File: src/rtl/conv_pkg.sv
// Shared types and constants for the convolution engine and its L1 readback path.
package conv_pkg;

  localparam int DATA_W  = 20;
  localparam int MAP_DIM = 32;
  localparam int IDX_W   = 10;

  localparam logic [2:0] CSEL_L0 = 3'b001;
  localparam logic [2:0] CSEL_L1 = 3'b011;

  typedef enum logic [1:0] {
    ST_IDLE,
    ST_FETCH,
    ST_DRAIN,
    ST_DONE
  } rd_state_e;

  typedef struct packed {
    logic [DATA_W-1:0] data;
    logic [IDX_W-1:0]  index;
    logic              last;
  } fifo_entry_t;

endpackage

File: src/rtl/conv_sync_fifo.sv
// Small synchronous FIFO with occupancy count; head is presented combinationally on dout.
module conv_sync_fifo #(
  parameter int WIDTH = 31,
  parameter int DEPTH = 2,
  parameter int CNT_W = $clog2(DEPTH) + 1
) (
  input  logic             clk,
  input  logic             reset_n,
  input  logic             push,
  input  logic [WIDTH-1:0] din,
  input  logic             pop,
  output logic [WIDTH-1:0] dout,
  output logic             full,
  output logic             empty,
  output logic [CNT_W-1:0] count
);

  localparam int PTR_W = $clog2(DEPTH);

  logic [WIDTH-1:0] mem_q [DEPTH];
  logic [PTR_W-1:0] wr_ptr_q;
  logic [PTR_W-1:0] rd_ptr_q;
  logic [CNT_W-1:0] count_q;
  logic             do_pop;

  assign full   = (count_q == CNT_W'(DEPTH));
  assign empty  = (count_q == '0);
  assign count  = count_q;
  assign do_pop = pop && !empty;
  assign dout   = mem_q[rd_ptr_q];

  always_ff @(posedge clk) begin
    if (!reset_n) begin
      wr_ptr_q <= '0;
      rd_ptr_q <= '0;
      count_q  <= '0;
    end else begin
      if (push)   wr_ptr_q <= wr_ptr_q + PTR_W'(1);
      if (do_pop) rd_ptr_q <= rd_ptr_q + PTR_W'(1);
      case ({push, do_pop})
        2'b10:   count_q <= count_q + CNT_W'(1);
        2'b01:   count_q <= count_q - CNT_W'(1);
        default: count_q <= count_q;
      endcase
    end
  end

  // Storage carries no reset; occupancy alone decides what is valid.
  always_ff @(posedge clk) begin
    if (push) mem_q[wr_ptr_q] <= din;
  end

  always @(posedge clk) begin
    if (reset_n) assert (!(push && full));
  end

endmodule

File: src/rtl/conv_l1_reader.sv
// Reads the pooled feature map back from MEM_L1 and streams it row-major over valid/ready,
// using a credit-limited prefetch FIFO to absorb the memory latency and consumer stalls.
module conv_l1_reader
  import conv_pkg::*;
#(
  parameter int         DATA_W     = 20,
  parameter int         MAP_DIM    = 32,
  parameter int         ADDR_W     = 12,
  parameter int         FIFO_DEPTH = 2,
  parameter logic [2:0] CSEL_L1    = 3'b011
) (
  input  logic              clk,
  input  logic              reset_n,
  input  logic              start,
  output logic              busy,
  output logic              done,
  output logic              crd,
  output logic [ADDR_W-1:0] caddr_rd,
  output logic [2:0]        csel,
  input  logic [DATA_W-1:0] cdata_rd,
  output logic              out_valid,
  input  logic              out_ready,
  output logic [DATA_W-1:0] out_data,
  output logic [9:0]        out_index,
  output logic              out_last
);

  localparam int              TOTAL    = MAP_DIM * MAP_DIM;
  localparam int              CNT_W    = $clog2(FIFO_DEPTH) + 1;
  localparam logic [IDX_W-1:0] LAST_IDX = IDX_W'(TOTAL - 1);

  rd_state_e         state_q, state_d;
  logic [IDX_W-1:0]  rd_idx_q, rd_idx_d;
  logic              crd_q, crd_d;
  logic [ADDR_W-1:0] caddr_q, caddr_d;
  logic              busy_q, busy_d;
  logic              done_q, done_d;

  fifo_entry_t       push_entry;
  fifo_entry_t       head;
  logic [CNT_W-1:0]  fifo_count;
  logic              fifo_full;
  logic              fifo_empty;
  logic              pop;
  logic              credit_ok;

  // A read issued last cycle (crd_q) is the in-flight word; it lands in the FIFO this edge.
  assign push_entry.data  = cdata_rd;
  assign push_entry.index = caddr_q[IDX_W-1:0];
  assign push_entry.last  = (caddr_q[IDX_W-1:0] == LAST_IDX);

  conv_sync_fifo #(
    .WIDTH($bits(fifo_entry_t)),
    .DEPTH(FIFO_DEPTH),
    .CNT_W(CNT_W)
  ) u_fifo (
    .clk    (clk),
    .reset_n(reset_n),
    .push   (crd_q),
    .din    (push_entry),
    .pop    (pop),
    .dout   (head),
    .full   (fifo_full),
    .empty  (fifo_empty),
    .count  (fifo_count)
  );

  assign pop = !fifo_empty && out_ready;

  // A same-cycle pop frees a slot, which is what sustains one word per cycle.
  assign credit_ok = !(fifo_full && !pop) &&
                     ((32'(fifo_count) + 32'(crd_q) + 32'd1) <= (32'(FIFO_DEPTH) + 32'(pop)));

  always_comb begin
    state_d  = state_q;
    rd_idx_d = rd_idx_q;
    crd_d    = 1'b0;
    caddr_d  = caddr_q;
    done_d   = 1'b0;
    case (state_q)
      ST_IDLE: begin
        if (start) begin
          state_d  = ST_FETCH;
          rd_idx_d = '0;
        end
      end
      ST_FETCH: begin
        if (credit_ok) begin
          crd_d   = 1'b1;
          caddr_d = ADDR_W'(rd_idx_q);
          if (rd_idx_q == LAST_IDX) state_d = ST_DRAIN;
          else                      rd_idx_d = rd_idx_q + IDX_W'(1);
        end
      end
      ST_DRAIN: begin
        // Words leave in order, so popping the last one implies FIFO empty and nothing in flight.
        if (pop && head.last) begin
          state_d = ST_DONE;
          done_d  = 1'b1;
        end
      end
      ST_DONE: state_d = ST_IDLE;
      default: state_d = ST_IDLE;
    endcase
    busy_d = (state_d != ST_IDLE);
  end

  always_ff @(posedge clk) begin
    if (!reset_n) begin
      state_q  <= ST_IDLE;
      rd_idx_q <= '0;
      crd_q    <= 1'b0;
      caddr_q  <= '0;
      busy_q   <= 1'b0;
      done_q   <= 1'b0;
    end else begin
      state_q  <= state_d;
      rd_idx_q <= rd_idx_d;
      crd_q    <= crd_d;
      caddr_q  <= caddr_d;
      busy_q   <= busy_d;
      done_q   <= done_d;
    end
  end

  assign busy      = busy_q;
  assign done      = done_q;
  assign crd       = crd_q;
  assign caddr_rd  = caddr_q;
  assign csel      = crd_q ? CSEL_L1 : 3'b000;

  // Head fields are forced to zero when empty so stale storage never reaches the consumer.
  assign out_valid = !fifo_empty;
  assign out_data  = out_valid ? head.data  : '0;
  assign out_index = out_valid ? head.index : '0;
  assign out_last  = out_valid ? head.last  : 1'b0;

endmodule

File: config.mk
export PLATFORM = sky130hd
export DESIGN_NAME = conv_l1_reader
export DESIGN_NICKNAME = d
export VERILOG_FILES = /design/src/rtl/conv_pkg.sv /design/src/rtl/conv_sync_fifo.sv /design/src/rtl/conv_l1_reader.sv
export SDC_FILE = /design/constraint.sdc
export NUM_CORES = 1
export LEC_CHECK = 0
export BUFFER_PORTS_ARGS = -buffer_cell sky130_fd_sc_hd__buf_2
export CORE_ASPECT_RATIO = 1.1
export CORE_MARGIN = 2
export CORE_UTILIZATION = 55
export CTS_CLUSTER_SIZE = 25
export DETAILED_ROUTE_END_ITERATION = 8
export PLACE_DENSITY = 0.76
export SYNTH_ARGS = -nofsm -noshare
export SYNTH_HDL_FRONTEND = slang
export SYNTH_SLANG_ARGS = --single-unit
File: constraint.sdc
create_clock -name clk -period 3.05 [get_ports clk]
set_input_delay 0 -clock clk [delete_from_list [all_inputs] [get_ports clk]]
set_output_delay 0 -clock clk [all_outputs]
set_load 0.005 [all_outputs]
==> summary.txt, run 1 <==
Clocking
  – # H-tree levels: 3
  – Clock Latency Late Sink: 0.34 ns
  – CTS tree: done
  – Post-CTS setup buffer count: 0
  – CTS root buf: clkbuf_8
  – # clock sinks: 92
  – Worst-path clk slew: 0.08 ns
  – Total CTS buffers: 9
  – Clk buf depth: 2

STA
  – # setup viols final: 0
  – Final hold vios: 0
  – Worst slew pin tran: 0.925 ns
  – Hold Slack: 0.0663 ns
  – Max frequency: 408 MHz
  – RSZ-0062 raised after global routing: no
  – Setup_tns: 0 ns
  – Worst slew margin: 38.2%
  – Final Skew: 0.00979 ns
  – Period Utilization, post-route: 80.4%
  – Fin. max-slew vios: 0
  – Tmin final: 2.45 ns

Global routing
  – Grt total ovfl: 0
  – Largest net degree at the start of global routing: 33
  – Vias in the first global route: 2410
  – Total track usage: 18.6%
  – First-pass GRT wire length: 11300 µm
  – Initial antenna violation count: 0

Critical path
  – CP Class: flop to flop
  – Startpoint Class: flop
  – CP Max Fanout: 6
  – CP startpoint: crd$_SDFF_PN0_
  – Crit path DAT: 2.71 ns
  – Worst Path Required: 3.31 ns
  – Critical R2R Launch: crd$_SDFF_PN0_
  – CP endpoint kind: flop

Min path
  – Worst Hold Class: primary input to flop
  – Worst hold start: reset_n

Place
  – Cell Count Post-Placement: 429
  – DP HPWL: 4600 µm
  – Final RePlAce weighted congestion: 0.859
  – Buffers on Ports: 70

Synth
  – Synth unique cells: 36
  – Top cells by count, synth: edfxtp_1 (62), nor2_1 (43), mux2i_1 (41)
  – Synth warn: 0
  – Syn Inst Count: 297
  – Largest area contributor in the netlist: edfxtp_1
  – Top-area cell type share of the netlist area: 48.8%
  – Synth top area cells: edfxtp_1 (49%), dfxtp_1 (16%), mux2i_1 (11%), nor2_1 (4.2%), buf_4 (2.9%)
  – Seq/Total Area, Yosys: 64.5%
  – Main flop type after synthesis: edfxtp_1
  – Async set-reset flop share out of synthesis: 0%
  – Flops & latches, synth: 92
  – Avg Cell Area, Syn: 12.9 µm²
  – Mapped Area: 3820 µm²
  – Post-synth EDFFs: 62
  – Most frequent cell after synthesis: edfxtp_1

Power
  – Maximum vdd drop: 0.367 mV
  – Pwr dens: 654 nW/µm²
  – P_leak: 1.74 nW

Run status
  – Status: finished clean

Finish
  – Layout cell share with drive strength beyond 1: 24.7%
  – Core Util, Final: 68.1%
  – Layout Cells excl Fill: 467
  – Ant diodes: 0
  – Fillers: 500
  – Final net count: 409
  – Layout Area Growth over Synthesis: 19.0%

Floorplanning
  – Chip Width: 83.4 µm
  – Starting Density: 57.2%
  – Core area: 6670 µm²
  – Row Count: 31
  – I/O pin total: 74
  – Die Ht: 91.4 µm
  – Die area: 7620 µm²

Detailed routing
  – Vias: 2452
  – Detail Route Antenna Nets: 0
  – Drt total wl: 6950 µm
  – Drt initial violations: 144
  – Drc violations: 0
  – WL per Instance: 14.9 µm
  – Vias per Instance: 5.25
  – TritonRoute pass-1 iters: 4

Job
  – Max-cap violations: 0
-- per-stage QoR --
| step | area [µm²] | worst slack (ns) | total power [mW] |
|---|---|---|---|
| final | 4540 | 0.598 | 2.97 |
| after global routing | 4540 | 0.434 | 3.14 |
| after CTS | 4540 | 0.594 | 3.00 |
| after detailed placement | 4160 | 0.624 | 2.31 |
| after global placement | 4160 | 0.745 | 2.28 |
| after floorplan | 3820 | 0.728 | 2.02 |
-- where the power goes --
group | leakage, nW | internal, mW | switching, mW
Clock | 0.0784 | 0.292 | 0.387
Sequential | 0.801 | 1.43 | 0.0456
Combinational | 0.863 | 0.365 | 0.452
-- cell families (layout without fill, tap and decap cells) --
family | count (synthesis) | after routing | share of synthesized area [%]
simple gates | 101 | 101 | 13.9
compound gates | 18 | 18 | 2.85
flops | 92 | 92 | 64.5
mux | 41 | 41 | 10.8
fa+ha+maj | 5 | 5 | 1.64
xor+xnor | 7 | 7 | 1.61
other cells | 1 | 3 | 0.0982
buf+inv | 32 | 118 | 4.69
-- critical path, cell delays in order (launching register included) --
cell     delay [ns]
dfxtp_1        0.39
inv_1          0.12
ha_1           0.31
ha_1           0.28
nor3b_1        0.07
o21ai_0        0.35
nand3_1        0.14
or4_2          0.56
a21oi_1        0.16
-- layout by cell type, fill, tap and decap left out, types with 2 or more instances in the layout --
master,Yosys,layout
buf_2,2,70
edfxtp_1,62,62
mux2i_1,41,41
nor2_1,43,41
dfxtp_1,30,29
dlygate4sd3_1,0,22
nor2b_1,13,13
clkbuf_8,0,9
nand2_1,8,8
and2_1,7,7
inv_1,6,6
o21ai_0,6,6
nand3_1,6,6
xor2_1,5,5
nand4_1,5,5
a21oi_1,5,5
ha_1,5,5
or3_1,4,4
buf_4,15,4
nor3_1,3,3
conb_1,1,3
nor3b_1,2,2
or4_4,2,2
o21bai_1,2,2
and3_1,2,2
xnor2_1,2,2
o21a_1,2,2
clkbuf_1,8,2
clkinv_1,0,2
-- layout make-up --
class	count	area, µm²	area share (%)
Sequential cell	92	2460	54.2
Tap cell	82	103	2.26
Inverter	6	22.5	0.496
Timing Repair Buffer	96	601	13.2
Clock inverter	5	28.8	0.633
Multi-Input combinational cell	175	1190	26.3
Clock buffer	11	131	2.89
-- path summary, 6_finish.rpt --
check	end	slack [ns]	cells after the start
max	rd_idx_q[8]$_SDFFE_PN0P_	0.60	8
min	busy$_SDFF_PN0_	0.07	3
max reg2reg	rd_idx_q[8]$_SDFFE_PN0P_	0.60	8
min reg2reg	u_fifo.mem_q[0][1]$_DFFE_PP_	0.51	0
-- state kept, by name, indices dropped and copies added (netlist names), named ones only --
| name | cells |
|---|---|
| crd | 1 |
| u_fifo.mem_q | 62 |
| done | 1 |
| u_fifo.wr_ptr_q | 1 |
| u_fifo.count | 2 |
| busy | 1 |
| u_fifo.rd_ptr_q | 1 |
| caddr_rd | 10 |
| state_q | 2 |
| rd_idx_q | 10 |
-- metal layers --
| metal | part of all wire [%] | GRT usage (%) | routed length, µm |
|---|---|---|---|
| met5 | 0 | 0 | 0 |
| met4 | 1.3 | 6.59 | 93 |
| met3 | 3.7 | 3.00 | 254 |
| met2 | 52 | 33.7 | 3600 |
| met1 | 43 | 22.3 | 3010 |
-- what timing repair did --
action,in CTS,in global routing
resized for setup,0,0
hold buffers,22,0
hold endpoints to repair,42,0
Note: power is estimated with default switching activity, not from simulation.
==> run 2, diff against run 1 <==
Settings changed: CORE_UTILIZATION 55 to 49, PLACE_DENSITY 0.76 to 0.72.
Clock period 3.05 ns to 2.1 ns, I/O delays scaled along.
==> run 2 against run 1 <==
Global-route usage shrank 1.5 points. Total power grew 56%. Sequential share of layout area shrank 2.6 points. Register-to-register slack lost 0.52 ns. Via count grew 1.3%. Die area grew 12%. Sequential power grew 48%. Sequential cell count is the same.
==> summary.txt, run 2 (synthesis gave the netlist of run 1 again) <==
Finish
  – Fillers: 603 (+21%)
  – Layout cell share with drive strength beyond 1: 32.9% (+8.2 points)
  – Sequential Area: 2470 µm² (+0.30%)
  – Largest Register: u_fifo.mem_q
  – Ant diodes: 0 (unchanged)
  – Most common cell after layout, fill and taps aside: buf_2
  – Multi-input gate area: 1270 µm² (+6.8%)
  – Final net count: 422 (+3.2%)
  – Layout Area Growth over Synthesis: 25.3%
  – Most frequent cells in the layout: buf_2 (71), edfxtp_1 (62), mux2i_1 (41), nor2_1 (41), dfxtp_1 (25)
  – Number of flip-flops under the largest register name: 62 (unchanged)

Detailed routing
  – WL per Instance: 14.1 µm (-5.0%)
  – Drc violations: 0 (unchanged)
  – TritonRoute pass-1 iters: 6 (+2)
  – Vias per Instance: 4.94 (-5.9%)
  – Vias: 2484 (+1.3%)
  – Detail Route Antenna Nets: 0 (unchanged)
  – Drt total wl: 7110 µm (+2.3%)
  – Drt initial violations: 102 (-29%)

Clocking
  – # clock sinks: 92 (unchanged)
  – Total CTS buffers: 9 (unchanged)
  – Worst-path clk slew: 0.09 ns (about the same)
  – # H-tree levels: 3 (unchanged)
  – CTS root buf: clkbuf_8
  – CTS tree: done
  – Clk buf depth: 2 (unchanged)
  – Clock Latency Late Sink: 0.35 ns (about the same)

STA
  – Setup WS post-layout: 0.0750 ns (-0.523 ns)
  – Period Utilization, post-route: 96.4% (+16 points)
  – Hold Slack: 0.0422 ns (-0.0240 ns)
  – Max frequency: 494 MHz (+21%)
  – # setup viols final: 0 (unchanged)
  – Final hold vios: 0 (unchanged)
  – Fin. max-slew vios: 0 (unchanged)
  – Final Skew: 0.00697 ns (-0.00282 ns)
  – Tmin final: 2.02 ns (-0.427 ns)

Power
  – Final Total Pwr: 4.64 mW (+56%)
  – Int Power: 3.21 mW (+54%)
  – Net Sw Power: 1.44 mW (+62%)
  – Clock power share: 23.9% (+1.0 points)
  – P_leak: 1.84 nW (+5.5%)
  – Pwr dens: 970 nW/µm² (+48%)
  – Logic pwr share: 29.4% (+1.9 points)
  – Maximum vdd drop: 0.413 mV (+13%)
  – Sw Share: 30.9% (+1.1 points)
  – Sequential Power Share: 46.7% (-2.9 points)

Min path
  – Hold endpoint: busy$_SDFF_PN0_
  – Hold path depth: 3 (unchanged)
  – Worst hold start: reset_n
  – Worst Hold Class: primary input to flop

Place
  – Setup slack at placement: -0.113 ns (-0.737 ns)
  – DP HPWL: 4400 µm (-4.4%)
  – Buffers on Ports: 70 (unchanged)
  – Final RePlAce weighted congestion: 0.861 (+0.27%)

Global routing
  – Grt total ovfl: 0 (unchanged)
  – First-pass GRT wire length: 11000 µm (-3.2%)
  – Initial antenna violation count: 0 (unchanged)
  – Total track usage: 17.1% (-1.5 points)
  – Vias in the first global route: 2448 (+1.6%)
  – Largest net degree at the start of global routing: 33 (unchanged)

Critical path
  – Crit path DAT: 2.28 ns (-0.43 ns)
  – Worst Path Required: 2.35 ns (-0.96 ns)
  – Startpoint Class: flop
  – CP endpoint kind: flop
  – CP Max Fanout: 6 (unchanged)
  – Critical R2R Launch: rd_idx_q[1]$_SDFFE_PN0P_
  – CP Class: flop to flop
  – FF-to-FF path depth: 5 (-3)
  – Reg2Reg Capture Point: state_q[0]$_SDFF_PN0_
  – FF-to-FF setup slack: 0.08 ns (-0.52 ns)

Floorplanning
  – Starting Density: 50.8% (-6.4 points)
  – Die area: 8510 µm² (+12%)
  – Row Count: 33 (+6.5%)
  – I/O pin total: 74 (unchanged)
  – Die Ht: 96.6 µm (+5.7%)
  – Core area: 7510 µm² (+13%)
  – Chip Width: 88.2 µm (+5.7%)

Run status
  – Status: finished clean

Job
  – Max-cap violations: 0 (unchanged)
## run 2: changes by cell type in the layout (fill, tap and decap cells not counted), moves of 3 or more
| cell | delta |
|---|---|
| buf_4 | +11 |
| dfxtp_1 | -4 |
| a21oi_1 | -3 |
| a21oi_2 | +3 |
| dfxtp_2 | +3 |
| ha_1 | -3 |
| inv_1 | -3 |
| inv_2 | +3 |
| inv_6 | +3 |
## run 2: area by class of cell
cell class / count / area share (%)
Inverter: 6 / 0.471
Multi-Input combinational cell: 175 / 26.7
Timing Repair Buffer: 109 / 14.6
Clock buffer: 10 / 2.67
Sequential cell: 92 / 51.7
Tap cell: 105 / 2.75
Clock inverter: 6 / 1.15
## run 2: worst max-delay path, stage by stage, from the launching register on
cell and delay [ns]:
dfxtp_1 0.39, ha_2 0.23, nand3_4 0.10, or4_4 0.54
or4_4 0.44, a31o_1 0.22
## run 2: timing repair
action / CTS / global route
pin swaps: 3 / 6
endpoints found under the setup margin: 15 / 21
endpoints found under the hold margin: 42 / 0
hold buffers: 22 / 0
gates resized for setup: 2 / 21
setup buffers: 1 / 2
cloned: 0 / 1
## run 2: power by group through the flow
stage | Clock [mW] | Combinational [mW] | Sequential [mW]
detailed placement | 0 | 1.21 | 2.21
global placement | 0 | 1.18 | 2.20
global route | 1.20 | 1.52 | 2.19
finish | 1.11 | 1.36 | 2.17
floorplan | 0 | 0.792 | 2.17
CTS | 1.13 | 1.26 | 2.17
## run 2: stage by stage
| stage | std cells | cell area (µm²) | util, % | setup TNS [ns] |
|---|---|---|---|---|
| 2_1_floorplan | 299 | 3850 | - | -0.0549 |
| 3_3_place_gp | 461 | 4270 | 56.8 | -0.270 |
| 3_5_place_dp | 461 | 4270 | 56.8 | -1.07 |
| 4_1_cts | 500 | 4680 | 62.3 | -0.125 |
| 5_1_grt | 503 | 4780 | 63.6 | -0.0226 |
| 6_report | 503 | 4780 | 63.6 | 0 |
## run 2: worst max path at each step
stage                            startpoint                        to  slack (ns)  cells after the start
2_1_floorplan                crd$_SDFF_PN0_  rd_idx_q[8]$_SDFFE_PN0P_       -0.05                      8
3_3_place_gp   u_fifo.count[0]$_SDFFE_PN0P_  caddr_rd[3]$_SDFFE_PN0P_       -0.03                      8
3_5_place_dp   u_fifo.count[0]$_SDFFE_PN0P_  caddr_rd[8]$_SDFFE_PN0P_       -0.11                      8
4_1_cts        u_fifo.count[0]$_SDFFE_PN0P_  rd_idx_q[7]$_SDFFE_PN0P_       -0.03                     10
5_1_grt        u_fifo.count[0]$_SDFFE_PN0P_  rd_idx_q[7]$_SDFFE_PN0P_       -0.01                     10
6_report           rd_idx_q[1]$_SDFFE_PN0P_     state_q[0]$_SDFF_PN0_        0.08                      5
## run 2: routing by layer
layer	vias up	part of all wire [%]	track usage [%]
li1	1234	-	-
met3	7	4.1	3.82
met2	53	49	29.9
met4	0	1.3	7.45
met5	-	0	0
met1	1190	46	20.1
